$ cat config.mk
export PLATFORM = sky130hd
export DESIGN_NAME = flash_read_arbiter
export DESIGN_NICKNAME = d
export VERILOG_FILES = /design/src/rtl/flash_read_arbiter_pkg.sv /design/src/rtl/flash_read_arbiter_rr.sv /design/src/rtl/flash_read_arbiter.sv
export SDC_FILE = /design/constraint.sdc
export NUM_CORES = 1
export LEC_CHECK = 0
export ABC_AREA = 1
export CAP_MARGIN = 20
export CORE_ASPECT_RATIO = 1.25
export CORE_UTILIZATION = 36
export DETAILED_ROUTE_END_ITERATION = 6
export MAX_ROUTING_LAYER = met4
export PLACE_DENSITY = 0.91
export SLEW_MARGIN = 10
export SYNTH_ARGS = -nofsm -noshare
export SYNTH_HDL_FRONTEND = slang
export SYNTH_SLANG_ARGS = --single-unit
$ cat constraint.sdc
create_clock -name clk -period 1.5 [get_ports clk]
set_input_delay 0.15 -clock clk [delete_from_list [all_inputs] [get_ports clk]]
set_output_delay 0.15 -clock clk [all_outputs]
set_load 0.05 [all_outputs]
$ cat src/rtl/flash_read_arbiter_pkg.sv
// Shared types and constants for the two-requester flash read arbiter.
package flash_arb_pkg;

  localparam int NUM_REQ         = 2;
  localparam int TIMEOUT_DEFAULT = 1023;

  typedef enum logic [1:0] {
    IDLE      = 2'd0,
    ISSUE     = 2'd1,
    WAIT_DATA = 2'd2
  } arb_state_t;

endpackage

$ cat src/rtl/flash_read_arbiter_rr.sv
// Combinational two-way round-robin picker: a lone request wins outright,
// a tie goes to whichever requester was not granted last.
module flash_arb_rr
  import flash_arb_pkg::*;
(
  input  logic [NUM_REQ-1:0] req,
  input  logic               last_grant,
  output logic               gnt_valid,
  output logic               gnt_idx
);

  always_comb begin
    gnt_valid = |req;
    gnt_idx   = 1'b0;
    case (req)
      2'b01:   gnt_idx = 1'b0;
      2'b10:   gnt_idx = 1'b1;
      2'b11:   gnt_idx = ~last_grant;
      default: gnt_idx = 1'b0;
    endcase
  end

endmodule

$ cat src/rtl/flash_read_arbiter.sv
// Shares the flash core's single Avalon-MM read port between two requesters,
// one single-beat read at a time, with a watchdog on the returning data.
module flash_read_arbiter
  import flash_arb_pkg::*;
#(
  parameter int ADDR_W  = 23,
  parameter int DATA_W  = 32,
  parameter int TIMEOUT = TIMEOUT_DEFAULT
) (
  input  logic              clk,
  input  logic              rst_n,
  input  logic              r0_read,
  input  logic [ADDR_W-1:0] r0_address,
  output logic              r0_waitrequest,
  output logic [DATA_W-1:0] r0_readdata,
  output logic              r0_readdatavalid,
  input  logic              r1_read,
  input  logic [ADDR_W-1:0] r1_address,
  output logic              r1_waitrequest,
  output logic [DATA_W-1:0] r1_readdata,
  output logic              r1_readdatavalid,
  output logic              flash_mem_read,
  output logic [ADDR_W-1:0] flash_mem_address,
  input  logic              flash_mem_waitrequest,
  input  logic [DATA_W-1:0] flash_mem_readdata,
  input  logic              flash_mem_readdatavalid,
  output logic              owner,
  output logic              busy,
  output logic              timeout_err
);

  localparam int               CNT_W    = $clog2(TIMEOUT + 1);
  localparam logic [CNT_W-1:0] CNT_LAST = CNT_W'(TIMEOUT - 1);

  arb_state_t        state_q, state_d;
  logic [ADDR_W-1:0] addr_q, addr_d;
  logic              owner_q, owner_d;
  logic              last_grant_q, last_grant_d;
  logic [CNT_W-1:0]  cnt_q, cnt_d;
  logic              read_q, busy_q;
  logic              gnt_valid, gnt_idx;
  logic              accept, data_hit, tmo_hit;
  logic              resp_valid;
  logic [DATA_W-1:0] resp_data;

  flash_arb_rr u_rr (
    .req        ({r1_read, r0_read}),
    .last_grant (last_grant_q),
    .gnt_valid  (gnt_valid),
    .gnt_idx    (gnt_idx)
  );

  assign accept   = (state_q == ISSUE) && !flash_mem_waitrequest;
  assign data_hit = (state_q == WAIT_DATA) && flash_mem_readdatavalid;
  // Valid data in the final watchdog cycle wins over the abort.
  assign tmo_hit  = (state_q == WAIT_DATA) && !flash_mem_readdatavalid && (cnt_q == CNT_LAST);

  always_ff @(posedge clk or negedge rst_n) begin
    if (!rst_n) begin
      state_q <= IDLE;
    end else begin
      state_q <= state_d;
    end
  end

  always_comb begin
    state_d = state_q;
    case (state_q)
      IDLE:      if (gnt_valid) state_d = ISSUE;
      ISSUE:     if (accept) state_d = WAIT_DATA;
      WAIT_DATA: if (data_hit || tmo_hit) state_d = IDLE;
      default:   state_d = IDLE;
    endcase
  end

  always_comb begin
    addr_d       = addr_q;
    owner_d      = owner_q;
    last_grant_d = last_grant_q;
    cnt_d        = cnt_q;
    if (state_q == IDLE && gnt_valid) begin
      addr_d       = gnt_idx ? r1_address : r0_address;
      owner_d      = gnt_idx;
      last_grant_d = gnt_idx;
    end
    if (accept) begin
      cnt_d = '0;
    end else if (state_q == WAIT_DATA && !flash_mem_readdatavalid) begin
      cnt_d = cnt_q + CNT_W'(1);
    end
  end

  // The flash-facing strobe and status flags are registered from the next state.
  always_ff @(posedge clk or negedge rst_n) begin
    if (!rst_n) begin
      addr_q       <= '0;
      owner_q      <= 1'b0;
      last_grant_q <= 1'b1;
      cnt_q        <= '0;
      read_q       <= 1'b0;
      busy_q       <= 1'b0;
    end else begin
      addr_q       <= addr_d;
      owner_q      <= owner_d;
      last_grant_q <= last_grant_d;
      cnt_q        <= cnt_d;
      read_q       <= (state_d == ISSUE);
      busy_q       <= (state_d != IDLE);
    end
  end

  always_comb begin
    resp_valid       = data_hit || tmo_hit;
    resp_data        = data_hit ? flash_mem_readdata : '0;
    r0_waitrequest   = 1'b1;
    r1_waitrequest   = 1'b1;
    r0_readdatavalid = 1'b0;
    r1_readdatavalid = 1'b0;
    r0_readdata      = '0;
    r1_readdata      = '0;
    timeout_err      = tmo_hit;
    if (accept) begin
      if (owner_q) r1_waitrequest = 1'b0;
      else         r0_waitrequest = 1'b0;
    end
    if (resp_valid) begin
      if (owner_q) begin
        r1_readdatavalid = 1'b1;
        r1_readdata      = resp_data;
      end else begin
        r0_readdatavalid = 1'b1;
        r0_readdata      = resp_data;
      end
    end
  end

  assign flash_mem_read    = read_q;
  assign flash_mem_address = addr_q;
  assign owner             = owner_q;
  assign busy              = busy_q;

endmodule

* After elaboration in Yosys (flattened, before gate mapping) *
Index checks and enable logic that the tools add are counted.

word-level totals
  logic and storage cells = 46
  input port bits = 84
  output and inout port bits = 95
  register bits = 39

operators by class
  reductions and logical operators = 12
  $add $sub $neg = 1
  eq/ne operators = 6
  bitwise gates (word level) = 1
  multiplexer cells = 19

operators by type and width
  kind                                                             number
  32-bit two-way mux                                               5
  23-bit two-way mux                                               1
  10-bit two-way mux                                               2
  10-bit by 1-bit adder with 10-bit output, second input constant  1
  10-bit == test, second input constant                            1
  2-bit == test, second input constant                             3
  1-bit two-way mux                                                6
  2-bit two-way mux                                                3
  2-bit one-hot mux with 3 select lines                            1
  1-bit logical AND                                                5
  2-bit by 1-bit == test with 1-bit output, second input constant  2
  2-bit nonzero test                                               2
  1-bit zero test                                                  2
  2-bit zero test                                                  1
  1-bit one-hot mux with 2 select lines                            1
  2-bit OR reduction                                               1
  1-bit logical OR                                                 1
  1-bit inverter                                                   1

* Longest topological paths before layout *
  depth after elaboration = 7
  gate-level depth with buffers = 7
  mapped depth without buffers = 7

* Modules after synthesis *
A second synthesis with hierarchy kept.

unflattened totals
  cell total of the unflattened synthesis = 379
  area total of the unflattened synthesis = 2750.1 µm²

by module, submodules not included
  module              area each (µm²)  instances  cells each
  flash_read_arbiter  2735.1           1          376
  flash_arb_rr        15.0             1          3

* Worst setup path before layout *
No wires, ideal clock.

  path type = reg2out
  start = register owner_q, in the netlist owner
  end = output r1_readdata[10]
  required time = 1350 ps
  slack = -919 ps
  arrival time = 2269 ps
  path buffers = 2
  stages on the path, launching flop included = 5
  cells stage by stage = dfrtp_1 buf_2 inv_2 clkbuf_1 nor3_1

between the ends
  cells in the longest elaborated chain, start to end = 2

RTL lines
  what                    line                       text
  from (decl)             flash_read_arbiter.sv:37   logic owner_q, owner_d;
  from (signal assigned)  flash_read_arbiter.sv:104  owner_q <= owner_d;
  32-bit two-way mux      flash_read_arbiter.sv:127  if (owner_q) begin
  32-bit two-way mux      flash_read_arbiter.sv:126  if (resp_valid) begin
  to (decl)               flash_read_arbiter.sv:20   output logic [DATA_W-1:0] r1_readdata,

Every way passes these cells.

* Final worst setup path *
  start = register state_q[0]
  end = output r0_readdata[29]

between the ends
  cells in the longest elaborated chain, start to end = 5
  elaborated cells on any way between the ends = 8
  those cells by class = eq/ne (1); mux (3); reduce/logical (4)

RTL lines
  what                                                            line                                                  text
  from (decl)                                                     flash_read_arbiter.sv:35                              arb_state_t state_q, state_d;
  from (signal assigned)                                          flash_read_arbiter.sv:62                              state_q <= state_d;
  2-bit == test (*)                                               flash_read_arbiter.sv:54, flash_read_arbiter.sv:56
  1-bit logical AND, on equally long branches                     flash_read_arbiter.sv:54, flash_read_arbiter.sv:56
  32-bit two-way mux / 1-bit logical AND (equally long branches)  flash_read_arbiter.sv:114, flash_read_arbiter.sv:56
  32-bit two-way mux / 1-bit logical OR (equally long branches)   flash_read_arbiter.sv:127, flash_read_arbiter.sv:113
  32-bit two-way mux (*)                                          flash_read_arbiter.sv:126
  to (decl)                                                       flash_read_arbiter.sv:15                              output logic [DATA_W-1:0] r0_readdata,

Every way passes the cells marked *; elsewhere a longest branch is shown, timed or not.

==> flow_summary.rst <==
.. list-table::
   :header-rows: 1

   * - Metric
     - Value
   * - Netlist cell types
     - 21
   * - Aggregate negative setup slack
     - -20.66 ns
   * - Clk sink count
     - 39
   * - Unrepaired setup endpoints after global routing
     - yes
   * - VDD IR-drop max
     - roughly 1.4 mV
   * - Status
     - finished, violations left
   * - Switching fraction of total power
     - 0.5389
   * - Mapped Avg Cell Area
     - between 7 and 8 sq um
   * - Final Hold Viols
     - 0
   * - Number of setup violations in the final report
     - 99
   * - Mean number of vias per cell
     - 6.128
   * - Routed len/inst
     - 26.73 microns
   * - Violations in the final reports
     - setup timing
   * - Die Footprint
     - about 0.0076 sq mm
   * - Number of standard-cell rows in the floorplan
     - 34
   * - Final instance area
     - 0.006606 sq mm
   * - Yosys warns
     - 0
   * - Fraction of synthesized cell area taken by the top area cell type
     - 0.3661
   * - Least-Margin Pin Slew
     - 0.4971 ns
   * - Endpoint kind of the worst setup timing path
     - output pin
   * - Sum of internal, switching and leakage power
     - ~11000 uW
   * - Final number of max-transition violations
     - 0
   * - Number of port buffers
     - approximately 180
   * - Post-route ant nets
     - 0
   * - GRT Total Usage
     - 0.3475
   * - Seq pwr share
     - 0.176
   * - Most common cell in the synthesized netlist
     - sky130_fd_sc_hd__nand2_1
   * - Count of placed standard cells in the final layout, fillers left out
     - between 600 and 700
   * - Number of nets in the finished design
     - 658
   * - Cells taking the most area after synthesis
     - sky130_fd_sc_hd__dfrtp_1 37%, sky130_fd_sc_hd__nor3_2 15%, sky130_fd_sc_hd__o21ai_1 7.9%
   * - Largest net degree at the start of global routing
     - 25
   * - Clock tree from TritonCTS
     - done
   * - Fraction of final layout cells with drive strength greater than 1
     - 0.4590
   * - Endpoint of the worst register-to-register path
     - cnt_q[0]$_DFFE_PN0P_
   * - Worst endpoint required time
     - 1.35 ns
   * - Estimated wirelength of the detail-placed design
     - 8752 microns
   * - End point of the critical path
     - r0_readdata[29]
   * - Overall die width
     - 77.98 microns
   * - Commonest cells in the synthesized netlist
     - 53 x sky130_fd_sc_hd__nand2_1, 47 x sky130_fd_sc_hd__inv_1, 41 x sky130_fd_sc_hd__nor2_1, 41 x sky130_fd_sc_hd__o21ai_1, 40 x sky130_fd_sc_hd__nor3_2
   * - Placement-stage cell area
     - between 0.005 and 0.006 sq mm
   * - Total Routed Length
     - about 18000 microns
   * - Core area
     - roughly 0.007 sq mm
   * - Final worst slack
     - -0.3757 ns
   * - Post-synth net total
     - 438
   * - Overall via count from detail_route
     - around 4100
   * - Worst hold slack
     - about 0.33 ns
   * - Global-route wire length before repair
     - 19190 microns
   * - Highest clock rate
     - 0.5331 GHz
   * - Starting utilization of the core area
     - 0.3723
   * - Remaining Overflow, GRT
     - 0
   * - Fin crit period
     - ~1.9 ns
   * - Final weighted congestion of routability-driven global placement
     - 0.8061
   * - CTS Root Buffer Type
     - sky130_fd_sc_hd__clkbuf_8
   * - Worst Path Class, Setup
     - flop to output pin
   * - Max transition margin
     - 0.6686
   * - Total I/O pin count
     - approximately 180
   * - Via count of the first global-routing pass
     - 3592
   * - Cell type contributing the most total cell area after synthesis
     - sky130_fd_sc_hd__dfrtp_1
   * - TritonCTS Buffers
     - 5
   * - Remaining design rule violation count
     - 0
   * - Source-to-sink clock delay at the later pin of the worst-skew pair
     - 0.31 ns
   * - Vertical extent of the die
     - 96.97 microns
   * - Maximum fanout along the worst path
     - 8
   * - P_sw
     - 5729 uW
   * - Number of antenna violations at the first check in global routing
     - 0
   * - Relative area change from synthesis to final layout
     - 154.3%
   * - Number of placed instances, taps included
     - 626
   * - Path category of the worst min-delay check
     - input pin to asynchronous set/reset pin
   * - Critical path launch point type
     - flop
   * - Clock Tree Buf Depth
     - 2
   * - Final antenna diode count
     - 0
   * - Count of TritonRoute iterations in the first routing pass
     - 7
   * - Worst Setup SP
     - state_q[0]$_DFF_PN0_
   * - Setup slack, reg-to-reg
     - -0.22 ns
   * - Seq/Total Area, Yosys
     - 0.3762
   * - Clock network fraction of design power
     - 0.091
   * - Number of enable-type register cells in the synthesized netlist
     - 0
   * - Clock skew after layout
     - 0.01776 ns
   * - Power density cells
     - 1609 mW/mm^2
   * - Clock transition at the register clock pins on the worst setup and hold paths after CTS
     - about 0.10 ns
   * - Flops & latches, synth
     - 39
   * - Part of the cycle the worst path needs
     - 1.250
   * - Dominant register cell in the synthesized netlist
     - sky130_fd_sc_hd__dfrtp_1
   * - First DRT Iteration DRCs
     - 315
   * - CTS H-tree depth
     - 2
   * - Max-cap viol count
     - 0
   * - Gate power share
     - 0.733
   * - Post-synthesis instance area
     - 0.002597 sq mm
   * - FF-to-FF Start
     - state_q[0]$_DFF_PN0_
   * - Number of cells on the worst reg-to-reg path
     - 7
   * - Synth async-reset ratio
     - 1.000
   * - Internal cell power
     - between 4000 and 5000 uW
   * - Post-Synthesis Cells
     - 352
   * - CP arrival
     - approximately 1.7 ns
   * - Static power due to leakage
     - 0.002899 uW
## layout make-up
| type | instances | area (sq um) |
|---|---|---|
| Clock buffer | 6 | 82.58 |
| Multi-Input combinational cell | 237 | 2002 |
| Inverter | 53 | 216.5 |
| Fill cell | 168 | 370.4 |
| Tap cell | 90 | 112.6 |
| Clock inverter | 2 | 35.03 |
| Sequential cell | 39 | 982.2 |
| Timing Repair Buffer | 236 | 3176 |
## layout by cell type (no fill, tap or decap), drive strengths merged
cell type	instances
a21oi	5
buf	150
bufbuf	1
bufinv	1
clkbuf	8
clkdlybuf4s50	82
clkinv	1
dfrtp	38
dfstp	1
dlygate4sd3	1
ha	2
inv	53
nand2	53
nand3	14
nand4	2
nor2	42
nor3	65
o21ai	53
o31ai	1
## worst max-delay path, cell delays in order, from the launching register on
cell and delay (ns):
sky130_fd_sc_hd__dfrtp_1 0.43, sky130_fd_sc_hd__inv_2 0.10, sky130_fd_sc_hd__nand3_4 0.12, sky130_fd_sc_hd__bufbuf_16 0.33, sky130_fd_sc_hd__nor3_4 0.25, sky130_fd_sc_hd__buf_12 0.18
## worst min-delay path by stage
stage / startpoint / to / depth (start not counted)
floorplan: rst_n / busy$_DFF_PN0_ / 0
global placement: rst_n / busy$_DFF_PN0_ / 1
detailed placement: rst_n / cnt_q[4]$_DFFE_PN0P_ / 1
CTS: rst_n / busy$_DFF_PN0_ / 2
global route: rst_n / cnt_q[1]$_DFFE_PN0P_ / 2
finish: rst_n / busy$_DFF_PN0_ / 2
## power groups by stage
stage	clock (uW)	combinational, uW	sequential [uW]
2_1_floorplan	0	2680	2950
3_3_place_gp	0	5970	1750
3_5_place_dp	0	6150	1780
4_1_cts	918	6650	1800
5_1_grt	1000	7960	1880
6_report	971	7790	1870
## logic make-up after synthesis
family	count (synthesis)	share of synthesized area
AO/OA/AOI/OAI	59	0.1146
flip-flops	39	0.3762
buffers and inverters	76	0.1233
adder cells (fa/ha/maj)	2	0.009632
AND/OR/NAND/NOR	176	0.3762
## stage by stage
step | setup slack, ns | util
2_1_floorplan | -0.1240 | -
3_3_place_gp | -0.1790 | 0.8429
3_5_place_dp | -0.2274 | 0.8429
4_1_cts | -0.2794 | 0.9041
5_1_grt | -0.4085 | 0.9469
6_report | -0.3757 | 0.9469
## per-layer routing
layer / track usage / share of wire / vias up
met5: - / 0 / -
met4: 0.1909 / 0.10 / 0
met3: 0.06604 / 0.099 / 155
met2: 0.6576 / 0.51 / 413
met1: 0.3187 / 0.28 / 1909
li1: - / - / 1586
## what timing repair did
item,in CTS,in global routing
gates resized for setup,38,43
setup endpoints to repair,69,85
setup buffers,11,13
gates cloned,3,2
hold buffers,1,0
endpoints found under the hold margin,16,0
pin swaps,11,14
## sequential cells by signal, summed over array words and instances (netlist names)
name,cells
flash_mem_read,1
flash_mem_address,23
busy,1
cnt_q,10
state_q,2
owner,1
last_grant_q,1
(Power assumes the default switching activity.)
==> edit, RTL diff (config.mk and constraints unchanged) <==
Re-encode `arb_state_t` (3 states) as one-hot, 3 bits wide.
--- a/src/rtl/flash_read_arbiter_pkg.sv
+++ b/src/rtl/flash_read_arbiter_pkg.sv
@@ -4,10 +4,10 @@
   localparam int NUM_REQ         = 2;
   localparam int TIMEOUT_DEFAULT = 1023;
 
-  typedef enum logic [1:0] {
-    IDLE      = 2'd0,
-    ISSUE     = 2'd1,
-    WAIT_DATA = 2'd2
+  typedef enum logic [2:0] {
+    IDLE      = 3'b001,
+    ISSUE     = 3'b010,
+    WAIT_DATA = 3'b100
   } arb_state_t;
 
 endpackage
Check against the original RTL: no difference found for any inputs over 10 cycles, from zero or initial values and one cycle with rst_n low; not proved beyond that.
==> edit against the unedited design <==
- total power shrank 16%
- maximum frequency shrank 0.30%
- core utilization shrank 6.3 points
- cell area shrank 1.5%
- the run still ends with setup timing left
- wire length shrank 23%
- area after synthesis grew 5.7%
- sequential cell count grew 1
- synthesized cell count grew 0.28%
- cell count shrank 2.0%
- largest power group unchanged
- worst setup slack lost 0.0056 ns
==> edit: results (changes against the unedited design) <==
- Status: finished with violations (unchanged)
- Failing checks: setup timing (unchanged)
- Routed via count: 3,617 (was 4,063)
- Peak VDD IR: 1798 uV (was 1392 uV)
- Worst slack, placed: -0.1732 ns (was -0.2274 ns)
- Final Worst Setup Slack: -0.3813 ns (was -0.3757 ns)
- Setup_tns: -22.49 ns (was -20.66 ns)
- Clk pwr share: 10.9% (was 9.1%)
- Most used DFF post-synth: dfrtp_1 (unchanged)
- Clk root buf: clkbuf_8 (unchanged)
- Final period demand of the worst path: 1.881 ns (was 1.876 ns)
- Synth Instances: 353 (was 352)
- Post-synthesis sequential area ratio: 36.55% (was 37.62%)
- Largest net degree at the start of global routing: 27 (was 25)
- CTS resizes: 16 (was 38)
- Total global-route track usage: 30.95% (was 34.75%)
- Total wire length: 13,600 um (was 17,720 um)
- CP max FO: 23 (was 8)
- Fillers: 300 (was 168)
- Fraction of layout cells with a size suffix above 1: 47.85% (was 45.90%)
- Final Setup Violations: 92 (was 99)
- Synth area leaders: dfrtp_1 (35%), nor3_2 (18%), nand2_1 (7.1%) (was dfrtp_1 (37%), nor3_2 (15%), o21ai_1 (7.9%))
- Pleak: 2.838 nW (was 2.899 nW)
- Worst-path clk slew: 0.08 ns (was 0.10 ns)
- Actual slew at the worst max-slew pin: 0.7005 ns (was 0.4971 ns)
- Syn_nets: 439 (was 438)
- First-pass GRT wire length: 18,120 um (was 19,190 um)
- Fin Clk Skew: 0.006766 ns (was 0.01776 ns)
- Critical Path End: r0_readdata[28] (was r0_readdata[29])
- Crit. Startpoint: state_q[1] (was state_q[0])
- Worst R2R Start: cnt_q[0] (was state_q[0])
- Post-CTS Setup Inserts: 3 (was 11)
- DRT Pass-1 Iters: 5 (was 7)
- Sequential share of power: 22.2% (was 17.6%)
- Worst reg2reg endpoint: cnt_q[8] (was cnt_q[0])
- H-tree level count: 2 (unchanged)
- Initial DRC count: 160 (was 315)
- Vias in the first global route: 3,393 (was 3,592)
- Vias/cell: 5.565 (was 6.128)
- GPL Wtd Cong: 0.9286 (was 0.8061)
- Final #Nets: 643 (was 658)
- Detailed Place HPWL: 8970 um (was 8752 um)
- Synth cell types: 27 (was 21)
==> edit: cell types whose count changed after synthesis, moves of 5 or more <==
cell     before  now
o21ai_1      41   36
buf_2        15    7
nand4_1       2    7
buf_6         0    5
nor3_2       40   50
nor3_1       25   14
nor2_1       41   36
==> edit: final cells by class <==
cell class | count | area share, %
clock buffer | 7 | 1.481
clock inverter | 1 | 0.4615
inverter | 52 | 3.423
multi-input combinational | 239 | 32.44
sequential | 40 | 15.48
tap | 92 | 1.769
timing repair buffer | 219 | 44.94
==> edit: cells by family after synthesis <==
family	synth area share (%)
buf+inv	11.94
fa+ha+maj	0.9114
compound gates	10.67
xor+xnor	0.6382
simple gates	39.29
flops	36.55
==> edit: through the flow <==
stage	power [mW]	area, sq um
floorplan	5.259	3402
global placement	6.683	5949
detailed placement	6.863	5949
CTS	7.963	6175
global route	9.239	6506
finish	8.922	6506
==> edit: per-layer routing <==
layer  vias to the layer above  part of all wire, %  routed length [um]  track usage (%)
met4                         0                  6.6                 892            13.05
met2                       247                   56                7642            57.92
met5                         -                    0                   0                -
met3                        72                  7.1                 960            5.413
li1                       1559                    -                   -                -
met1                      1739                   30                4107            30.86
==> edit: worst min-delay path by stage <==
stage	slack, ns	end	cells past startpoint	start
floorplan	-0.15	busy	0	rst_n
global placement	0.13	flash_mem_address[18]	1	rst_n
detailed placement	0.14	cnt_q[4]	1	rst_n
CTS	0.38	flash_mem_address[15]	2	rst_n
global route	0.42	state_q[1]	2	rst_n
finish	0.40	flash_mem_address[17]	2	rst_n
==> edit: worst max-delay path, cell delays in order (launching register included) <==
cell,delay [ns]
dfrtp_1,0.42
nor2_4,0.14
nand3_4,0.17
buf_12,0.24
nor3_4,0.26
buf_12,0.16
